--- src/rtl/osd_char_ram_arbiter_pkg.sv ---
`default_nettype none
// ------------------------------------------------------------------
// osd_arb_pkg : shared types and constants for the OSD char-RAM arbiter
// Rev 1.0
// ------------------------------------------------------------------
package osd_arb_pkg;

   localparam int ADDR_W_DEF = 11;
   localparam int DATA_W_DEF = 8;
   localparam logic [7:0] OVERRUN_MAX = 8'd255;

   typedef enum logic [1:0] {
      IDLE = 2'd0,
      PEND = 2'd1,
      SWAP = 2'd2
   } swap_state_t;

   function automatic logic [7:0] sat_inc8(input logic [7:0] value);
      return (value == OVERRUN_MAX) ? value : value + 8'd1;
   endfunction

endpackage
`default_nettype wire

--- src/rtl/osd_char_ram_arbiter_if.sv ---
`default_nettype none
// ------------------------------------------------------------------
// osd_char_ram_arbiter_if : OSD and aux read-request/response bundle
// Rev 1.0
// ------------------------------------------------------------------
interface osd_char_ram_arbiter_if
   import osd_arb_pkg::*;
#(
   parameter int ADDR_W = ADDR_W_DEF,
   parameter int DATA_W = DATA_W_DEF
);
   logic              osd_req;
   logic [ADDR_W-1:0] osd_addr;
   logic              osd_gnt;
   logic              osd_rvalid;
   logic [DATA_W-1:0] osd_rdata;

   logic              aux_req;
   logic [ADDR_W-1:0] aux_addr;
   logic              aux_gnt;
   logic              aux_rvalid;
   logic [DATA_W-1:0] aux_rdata;

   // master = the two readers, slave = the arbiter
   modport master (
      output osd_req, osd_addr, aux_req, aux_addr,
      input  osd_gnt, osd_rvalid, osd_rdata, aux_gnt, aux_rvalid, aux_rdata
   );

   modport slave (
      input  osd_req, osd_addr, aux_req, aux_addr,
      output osd_gnt, osd_rvalid, osd_rdata, aux_gnt, aux_rvalid, aux_rdata
   );
endinterface
`default_nettype wire

--- src/rtl/osd_char_ram_arbiter_prio.sv ---
`default_nettype none
// ------------------------------------------------------------------
// osd_arb_prio : OSD-over-aux grant logic; optional aux starve guard
//                enabled by OSD_ARB_STARVE_GUARD_EN
// Rev 1.0
// ------------------------------------------------------------------
module osd_arb_prio
   import osd_arb_pkg::*;
#(
   parameter int STARVE_MAX = 15
)(
   input  wire logic video_clk,
   input  wire logic rst,
   input  wire logic osd_req,
   input  wire logic aux_req,
   output logic      osd_gnt,
   output logic      aux_gnt
);

   logic w_force_aux;

`ifdef OSD_ARB_STARVE_GUARD_EN
   localparam logic [3:0] c_starve_max = 4'(STARVE_MAX);

   logic [3:0] r_starve_cnt;

   assign w_force_aux = aux_req && (r_starve_cnt == c_starve_max);

   // counts cycles aux has been passed over; any aux grant resets it
   always_ff @(posedge video_clk) begin
      if (rst) begin
         r_starve_cnt <= 4'd0;
      end else if (aux_gnt) begin
         r_starve_cnt <= 4'd0;
      end else if (aux_req) begin
         r_starve_cnt <= r_starve_cnt + 4'd1;
      end
   end
`else
   logic w_unused;

   assign w_force_aux = 1'b0;
   assign w_unused    = &{1'b0, video_clk, rst, 1'(STARVE_MAX)};
`endif

   always_comb begin
      aux_gnt = aux_req && (!osd_req || w_force_aux);
      osd_gnt = osd_req && !aux_gnt;
   end

endmodule
`default_nettype wire

--- src/rtl/osd_char_ram_arbiter.sv ---
`default_nettype none
// ------------------------------------------------------------------
// osd_char_ram_arbiter : ping-pong char RAM read arbiter + bank swap FSM
//                        (aux starve guard: OSD_ARB_STARVE_GUARD_EN)
// Rev 1.0
// ------------------------------------------------------------------
module osd_char_ram_arbiter
   import osd_arb_pkg::*;
#(
   parameter int ADDR_W     = ADDR_W_DEF,
   parameter int DATA_W     = DATA_W_DEF,
   parameter int STARVE_MAX = 15
)(
   input  wire logic              video_clk,
   input  wire logic              rst,
   input  wire logic              video_vsync,
   input  wire logic              udp_rec_data_valid,
   osd_char_ram_arbiter_if.slave  rd_bus,
   output logic [ADDR_W:0]        ram_rd_addr,
   input  wire logic [DATA_W-1:0] ram_rdata,
   output logic                   wr_bank,
   output logic                   pending,
   output logic [7:0]             overrun_cnt
);

   swap_state_t       r_state;
   swap_state_t       w_state_nxt;
   logic              w_bank_toggle;
   logic              w_overrun_inc;
   logic              r_wr_bank;
   logic              r_vsync_q;
   logic              r_vsync_rise;
   logic [7:0]        r_overrun;

   logic              w_osd_gnt;
   logic              w_aux_gnt;
   logic [ADDR_W:0]   r_rd_addr;
   logic              r_osd_v1;
   logic              r_aux_v1;
   logic              r_osd_v2;
   logic              r_aux_v2;
   logic [DATA_W-1:0] r_osd_hold;
   logic [DATA_W-1:0] r_aux_hold;

   osd_arb_prio #(
      .STARVE_MAX (STARVE_MAX)
   ) u_prio (
      .video_clk (video_clk),
      .rst       (rst),
      .osd_req   (rd_bus.osd_req),
      .aux_req   (rd_bus.aux_req),
      .osd_gnt   (w_osd_gnt),
      .aux_gnt   (w_aux_gnt)
   );

   // Two-stage owner pipeline matching the one-cycle address register
   // plus the RAM's one-cycle read latency.
   always_ff @(posedge video_clk) begin
      if (rst) begin
         r_rd_addr  <= '0;
         r_osd_v1   <= 1'b0;
         r_aux_v1   <= 1'b0;
         r_osd_v2   <= 1'b0;
         r_aux_v2   <= 1'b0;
         r_osd_hold <= '0;
         r_aux_hold <= '0;
      end else begin
         r_osd_v1 <= w_osd_gnt;
         r_aux_v1 <= w_aux_gnt;
         r_osd_v2 <= r_osd_v1;
         r_aux_v2 <= r_aux_v1;
         if (w_osd_gnt) begin
            r_rd_addr <= {~r_wr_bank, rd_bus.osd_addr};
         end else if (w_aux_gnt) begin
            r_rd_addr <= {~r_wr_bank, rd_bus.aux_addr};
         end
         if (r_osd_v2) begin
            r_osd_hold <= ram_rdata;
         end
         if (r_aux_v2) begin
            r_aux_hold <= ram_rdata;
         end
      end
   end

   assign rd_bus.osd_gnt    = w_osd_gnt;
   assign rd_bus.aux_gnt    = w_aux_gnt;
   assign rd_bus.osd_rvalid = r_osd_v2;
   assign rd_bus.aux_rvalid = r_aux_v2;
   assign rd_bus.osd_rdata  = r_osd_v2 ? ram_rdata : r_osd_hold;
   assign rd_bus.aux_rdata  = r_aux_v2 ? ram_rdata : r_aux_hold;
   assign ram_rd_addr       = r_rd_addr;

   always_ff @(posedge video_clk) begin
      if (rst) begin
         r_state <= IDLE;
      end else begin
         r_state <= w_state_nxt;
      end
   end

   // Banks flip on entry to SWAP, so only addresses registered from then on
   // see the new read bank.
   always_comb begin
      w_state_nxt   = r_state;
      w_bank_toggle = 1'b0;
      w_overrun_inc = 1'b0;
      case (r_state)
         IDLE: begin
            if (udp_rec_data_valid) begin
               if (r_vsync_rise) begin
                  w_state_nxt   = SWAP;
                  w_bank_toggle = 1'b1;
               end else begin
                  w_state_nxt = PEND;
               end
            end
         end
         PEND: begin
            w_overrun_inc = udp_rec_data_valid;
            if (r_vsync_rise) begin
               w_state_nxt   = SWAP;
               w_bank_toggle = 1'b1;
            end
         end
         SWAP: begin
            w_overrun_inc = udp_rec_data_valid;
            w_state_nxt   = IDLE;
         end
         default: begin
            w_state_nxt = IDLE;
         end
      endcase
   end

   always_ff @(posedge video_clk) begin
      if (rst) begin
         r_wr_bank    <= 1'b0;
         r_vsync_q    <= 1'b0;
         r_vsync_rise <= 1'b0;
         r_overrun    <= 8'd0;
      end else begin
         r_vsync_q    <= video_vsync;
         r_vsync_rise <= video_vsync & ~r_vsync_q;
         if (w_bank_toggle) begin
            r_wr_bank <= ~r_wr_bank;
         end
         if (w_overrun_inc) begin
            r_overrun <= sat_inc8(r_overrun);
         end
      end
   end

   assign wr_bank     = r_wr_bank;
   assign pending     = (r_state == PEND);
   assign overrun_cnt = r_overrun;

endmodule
`default_nettype wire

--- src/flat_wrapper.sv ---
// flat-port wrapper written by rule: the top's interface ports become plain ports
module osd_char_ram_arbiter_flat import osd_arb_pkg::*;
#(
   parameter int ADDR_W     = ADDR_W_DEF,
   parameter int DATA_W     = DATA_W_DEF,
   parameter int STARVE_MAX = 15
)
  (video_clk, rst, video_vsync, udp_rec_data_valid, ram_rd_addr, ram_rdata, wr_bank, pending, overrun_cnt, rd_bus_osd_req, rd_bus_osd_addr, rd_bus_aux_req, rd_bus_aux_addr, rd_bus_osd_gnt, rd_bus_osd_rvalid, rd_bus_osd_rdata, rd_bus_aux_gnt, rd_bus_aux_rvalid, rd_bus_aux_rdata);
  osd_char_ram_arbiter_if #(.ADDR_W(ADDR_W), .DATA_W(DATA_W)) rd_bus_i ();
  input  wire logic video_clk;
  input  wire logic rst;
  input  wire logic video_vsync;
  input  wire logic udp_rec_data_valid;
  output logic [ADDR_W:0] ram_rd_addr;
  input  wire logic [DATA_W-1:0] ram_rdata;
  output logic wr_bank;
  output logic pending;
  output logic [7:0] overrun_cnt;
  input wire logic [$bits(rd_bus_i.osd_req)-1:0] rd_bus_osd_req;
  input wire logic [$bits(rd_bus_i.osd_addr)-1:0] rd_bus_osd_addr;
  input wire logic [$bits(rd_bus_i.aux_req)-1:0] rd_bus_aux_req;
  input wire logic [$bits(rd_bus_i.aux_addr)-1:0] rd_bus_aux_addr;
  output wire logic [$bits(rd_bus_i.osd_gnt)-1:0] rd_bus_osd_gnt;
  output wire logic [$bits(rd_bus_i.osd_rvalid)-1:0] rd_bus_osd_rvalid;
  output wire logic [$bits(rd_bus_i.osd_rdata)-1:0] rd_bus_osd_rdata;
  output wire logic [$bits(rd_bus_i.aux_gnt)-1:0] rd_bus_aux_gnt;
  output wire logic [$bits(rd_bus_i.aux_rvalid)-1:0] rd_bus_aux_rvalid;
  output wire logic [$bits(rd_bus_i.aux_rdata)-1:0] rd_bus_aux_rdata;
  assign rd_bus_i.osd_req = rd_bus_osd_req;
  assign rd_bus_i.osd_addr = rd_bus_osd_addr;
  assign rd_bus_i.aux_req = rd_bus_aux_req;
  assign rd_bus_i.aux_addr = rd_bus_aux_addr;
  assign rd_bus_osd_gnt = rd_bus_i.osd_gnt;
  assign rd_bus_osd_rvalid = rd_bus_i.osd_rvalid;
  assign rd_bus_osd_rdata = rd_bus_i.osd_rdata;
  assign rd_bus_aux_gnt = rd_bus_i.aux_gnt;
  assign rd_bus_aux_rvalid = rd_bus_i.aux_rvalid;
  assign rd_bus_aux_rdata = rd_bus_i.aux_rdata;
  osd_char_ram_arbiter #(.ADDR_W(ADDR_W), .DATA_W(DATA_W), .STARVE_MAX(STARVE_MAX)) u_core (.video_clk(video_clk), .rst(rst), .video_vsync(video_vsync), .udp_rec_data_valid(udp_rec_data_valid), .rd_bus(rd_bus_i), .ram_rd_addr(ram_rd_addr), .ram_rdata(ram_rdata), .wr_bank(wr_bank), .pending(pending), .overrun_cnt(overrun_cnt));
endmodule
--- config.mk ---
export PLATFORM = sky130hd
export DESIGN_NAME = osd_char_ram_arbiter_flat
export DESIGN_NICKNAME = d
export VERILOG_FILES = /design/src/rtl/osd_char_ram_arbiter_pkg.sv /design/src/rtl/osd_char_ram_arbiter_if.sv /design/src/rtl/osd_char_ram_arbiter_prio.sv /design/src/rtl/osd_char_ram_arbiter.sv /design/src/flat_wrapper.sv
export SDC_FILE = /design/constraint.sdc
export NUM_CORES = 1
export LEC_CHECK = 0
export CAP_MARGIN = 20
export CORE_MARGIN = 5
export CORE_UTILIZATION = 35
export CTS_CLUSTER_DIAMETER = 50
export DETAILED_ROUTE_END_ITERATION = 8
export GPL_ROUTABILITY_DRIVEN = 0
export GPL_TIMING_DRIVEN = 0
export HOLD_SLACK_MARGIN = 0.08
export PLACE_DENSITY = 0.72
export SYNTH_ARGS = -nofsm -noshare
export SYNTH_HDL_FRONTEND = slang
export SYNTH_SLANG_ARGS = --single-unit
--- constraint.sdc ---
create_clock -name video_clk -period 1.8 [get_ports video_clk]
set_input_delay 0.18 -clock video_clk [delete_from_list [all_inputs] [get_ports video_clk]]
set_output_delay 0.18 -clock video_clk [all_outputs]
set_load 0.01 [all_outputs]
==> flow_summary_export.csv <==
group,metric,value,unit
outcome,outcome,"complete, no violations",
synthesis,synth_top_area_share,44.61,%
setup_path,end_kind,"output pin",
global_routing,grt_busiest_layer,"met2",
pwr,max-vdd-ir-drop,0.4584,mV
placement,place_area,0.002860,mm2
setup_path,cp.required,1.62,ns
synthesis,avgSynthCellArea,10.41,um2
global_routing,grt_pass1_wl,7.617,mm
setup_path,startpoint_type,"flop",
cts,cts_resized,21,
cts,cts.clk_slew.worst_paths,0.08,ns
sta,maxClockFrequency,0.5951,GHz
floorplanning,pin_count,78,
setup_path,startpoint,"u_core.r_state[1]$_SDFFE_PP0P_",
setup_path,rrSetupSlack,0.23,ns
synthesis,async_reset_ff_share,0,%
global_routing,track_usage,12.81,%
min_path,min_path_type,"input port to flop",
synthesis,synth_most_common_cell,"dfxtp_1",
global_routing,use_met1,15.07,%
sta,post-route-min-period,1.680,ns
global_routing,antenna_found_initial,0,
sta,drv_slew,0,
floorplanning,rows,27,
floorplanning,die_area,0.007389,mm2
job,cap_violations,0,
sta,fin_worst_skew,0.002122,ns
detailed_routing,drtIter0Drc,58,
global_routing,met2_usage,20.74,%
sta,finalCritPeriodShare,93.36,%
min_path,hold_path_depth,3,
synthesis,synth_flop_cell,"dfxtp_1",
pwr,p_leak,1.234,nW
cts,postCtsHoldBufs,0,
placement,place_hpwl,3.477,mm
synthesis,synth_area_leader_cell,"dfxtp_1",
synthesis,synth-seq-area-share,44.61,%
synthesis,synthTopCellsByArea,"dfxtp_1 45%, mux2_2 12%, nor2b_1 8.4%, mux2i_1 5.9%, mux2_1 3.9%",
detailed_routing,wl,4.529,mm
global_routing,grt_max_degree,15,
placement,place_inst,341,
synthesis,syn-num-nets,235,
detailed_routing,via_per_inst,4.754,
setup_path,arrival,1.50,ns
cts,cts_buffer_depth,2,
detailed_routing,routedWlPerCell,12.98,um
floorplanning,core,0.005574,mm2
detailed_routing,dr.pass1.iters,4,
cts,cts_tree,"yes",
synthesis,synth.distinct_cells,36,
sta,relSlewSlack,64.81,%
sta,setup-violations-final,0,
synthesis,syn-instance-count,194,
setup_path,crit_type,"flop to output pin",
setup_path,cp-endpoint,"pending",
cells_and_area,fin_area,0.002963,mm2
floorplanning,initial_core_util,36.23,%
global_routing,grt_use_met3,5.668,%
sta,rsz0062_at_grt,"no",
cells_and_area,drive_gt1_share,15.88,%
cts,cts.sinks,45,
synthesis,syn_area,0.002019,mm2
setup_path,regToRegEndpoint,"u_core.overrun_cnt[7]$_SDFFE_PP0P_",
global_routing,grt-ovfl-total,0,
setup_path,r2r.worst_path.cells,5,
cts,cts_buffers,5,
global_routing,grt_pass1_vias,1675,
cells_and_area,n_antenna_cell,0,
synthesis,synth.yosys.warnings,0,
setup_path,reg2reg_from,"u_core.r_state[0]$_SDFFE_PP0P_",
cells_and_area,instances_no_fill,349,
detailed_routing,ant_nets,0,
cts,clk_root_buffer_cell,"clkbuf_8",
cts,post_cts_buffers,0,
sta,hold_viol_final,0,
cells_and_area,fin_nets,317,
detailed_routing,drc,0,
synthesis,ys_seq_elements,45,
detailed_routing,vias,1659,
cts,htreeDepth,2,
floorplanning,die_w,85.96,um
pwr,power.density,733.8,mW/mm2
sta,tightestPinTransition,0.5278,ns
cts,clock_latency,0.29,ns
floorplanning,fp.dieH,85.96,um
synthesis,yosys-top-cells-count,"45 x dfxtp_1, 27 x nor2b_1, 22 x mux2_2",
synthesis,synth-edff-count,0,
setup_path,path_max_fanout,4,
cells_and_area,area_delta_synth_final,46.72,%
placement,port-buffer-count,75,
## flip-flops by register name, summed over array words and instances, names as in the netlist
| register | cells |
|---|---|
| u_core.rd_bus.aux_rvalid | 1 |
| u_core.r_vsync_rise | 1 |
| u_core.r_vsync_q | 1 |
| u_core.r_aux_hold | 8 |
| u_core.overrun_cnt | 8 |
| u_core.r_aux_v1 | 1 |
| u_core.r_state | 2 |
| u_core.rd_bus.osd_rvalid | 1 |
| u_core.wr_bank | 1 |
| u_core.r_osd_v1 | 1 |
| u_core.r_osd_hold | 8 |
| u_core.ram_rd_addr | 12 |
## per-layer routing
layer / vias up / wire, um
met3: 7 / 423
li1: 835 / -
met4: 0 / 62
met2: 53 / 2051
met1: 764 / 1992
met5: - / 0
## kinds of logic (layout without fill, tap and decap cells)
group                      count (synthesis)  count (layout)  synth area share [%]
muxes                                     42              42                 22.86
buffers and inverters                     16              99                 4.151
adders and majority gates                  5               5                 3.098
DFF                                       45              45                 44.61
AOI/OAI and AO/OA                         22              22                 7.250
and+or+nand+nor                           64              64                 18.03
## worst max-delay path, cell delays in order (launching register included)
cell,delay [ns]
dfxtp_1,0.32
inv_1,0.12
ha_1,0.23
clkdlybuf4s50_1,0.55
## worst min path at each step
stage	slack, ns	from	endpoint
floorplan	0.33	rd_bus_osd_addr[0]	u_core.ram_rd_addr[0]$_SDFFE_PP0P_
global placement	0.37	u_core.r_vsync_q$_SDFF_PP0_	u_core.r_vsync_rise$_SDFF_PP0_
detailed placement	0.37	u_core.r_vsync_q$_SDFF_PP0_	u_core.r_vsync_rise$_SDFF_PP0_
CTS	0.16	udp_rec_data_valid	u_core.r_state[0]$_SDFFE_PP0P_
global route	0.18	udp_rec_data_valid	u_core.r_state[0]$_SDFFE_PP0P_
finish	0.17	udp_rec_data_valid	u_core.r_state[0]$_SDFFE_PP0P_
## placed cells by master (no fill, tap or decap), types with 3 or more instances in the layout
cell type and instances:
dlygate4sd2_1 17, clkdlybuf4s50_1 58, mux2_1 7, mux2i_1 12, inv_1 3, buf_4 3, buf_6 3, nor2b_1 27
nand3_1 3, nor2_1 16, clkbuf_8 5, clkbuf_1 5, dfxtp_1 45, nand2_1 4, a21oi_1 6, ha_1 5
a211oi_1 4, o21ai_0 4, mux2_2 22
## report_power, final
| group | switching, mW | internal (mW) | leakage [nW] | total (mW) |
|---|---|---|---|---|
| Sequential | 0.0222 | 1.04 | 0.368 | 1.06 |
| Clock | 0.333 | 0.417 | 0.0554 | 0.749 |
| Combinational | 0.145 | 0.221 | 0.811 | 0.365 |
| Total | 0.499 | 1.67 | 1.23 | 2.17 |
## per-stage QoR
stage	setup TNS, ns	setup WS (ns)	util (%)	hold slack (ns)	power, mW
global route	0	0.04560	53.15	0.1757	2.296
finish	0	0.1196	53.15	0.1730	2.174
floorplan	0	0.3888	-	0.3268	1.261
detailed placement	-0.1314	-0.1314	51.31	0.3738	1.462
CTS	0	0.1025	53.15	0.1598	2.211
global placement	-0.1289	-0.1289	51.31	0.3714	1.457
## cell type report
type	instances	area (um2)
well taps	72	90.09
clock inverters	2	38.79
flip-flops and latches	45	900.9
plain buffers	13	85.08
clock buffers	6	72.57
inverters	3	11.26
fillers	544	2611
repair buffers	75	729.5
multi-input cells	133	1035
Note: power is estimated with default switching activity, not from simulation.
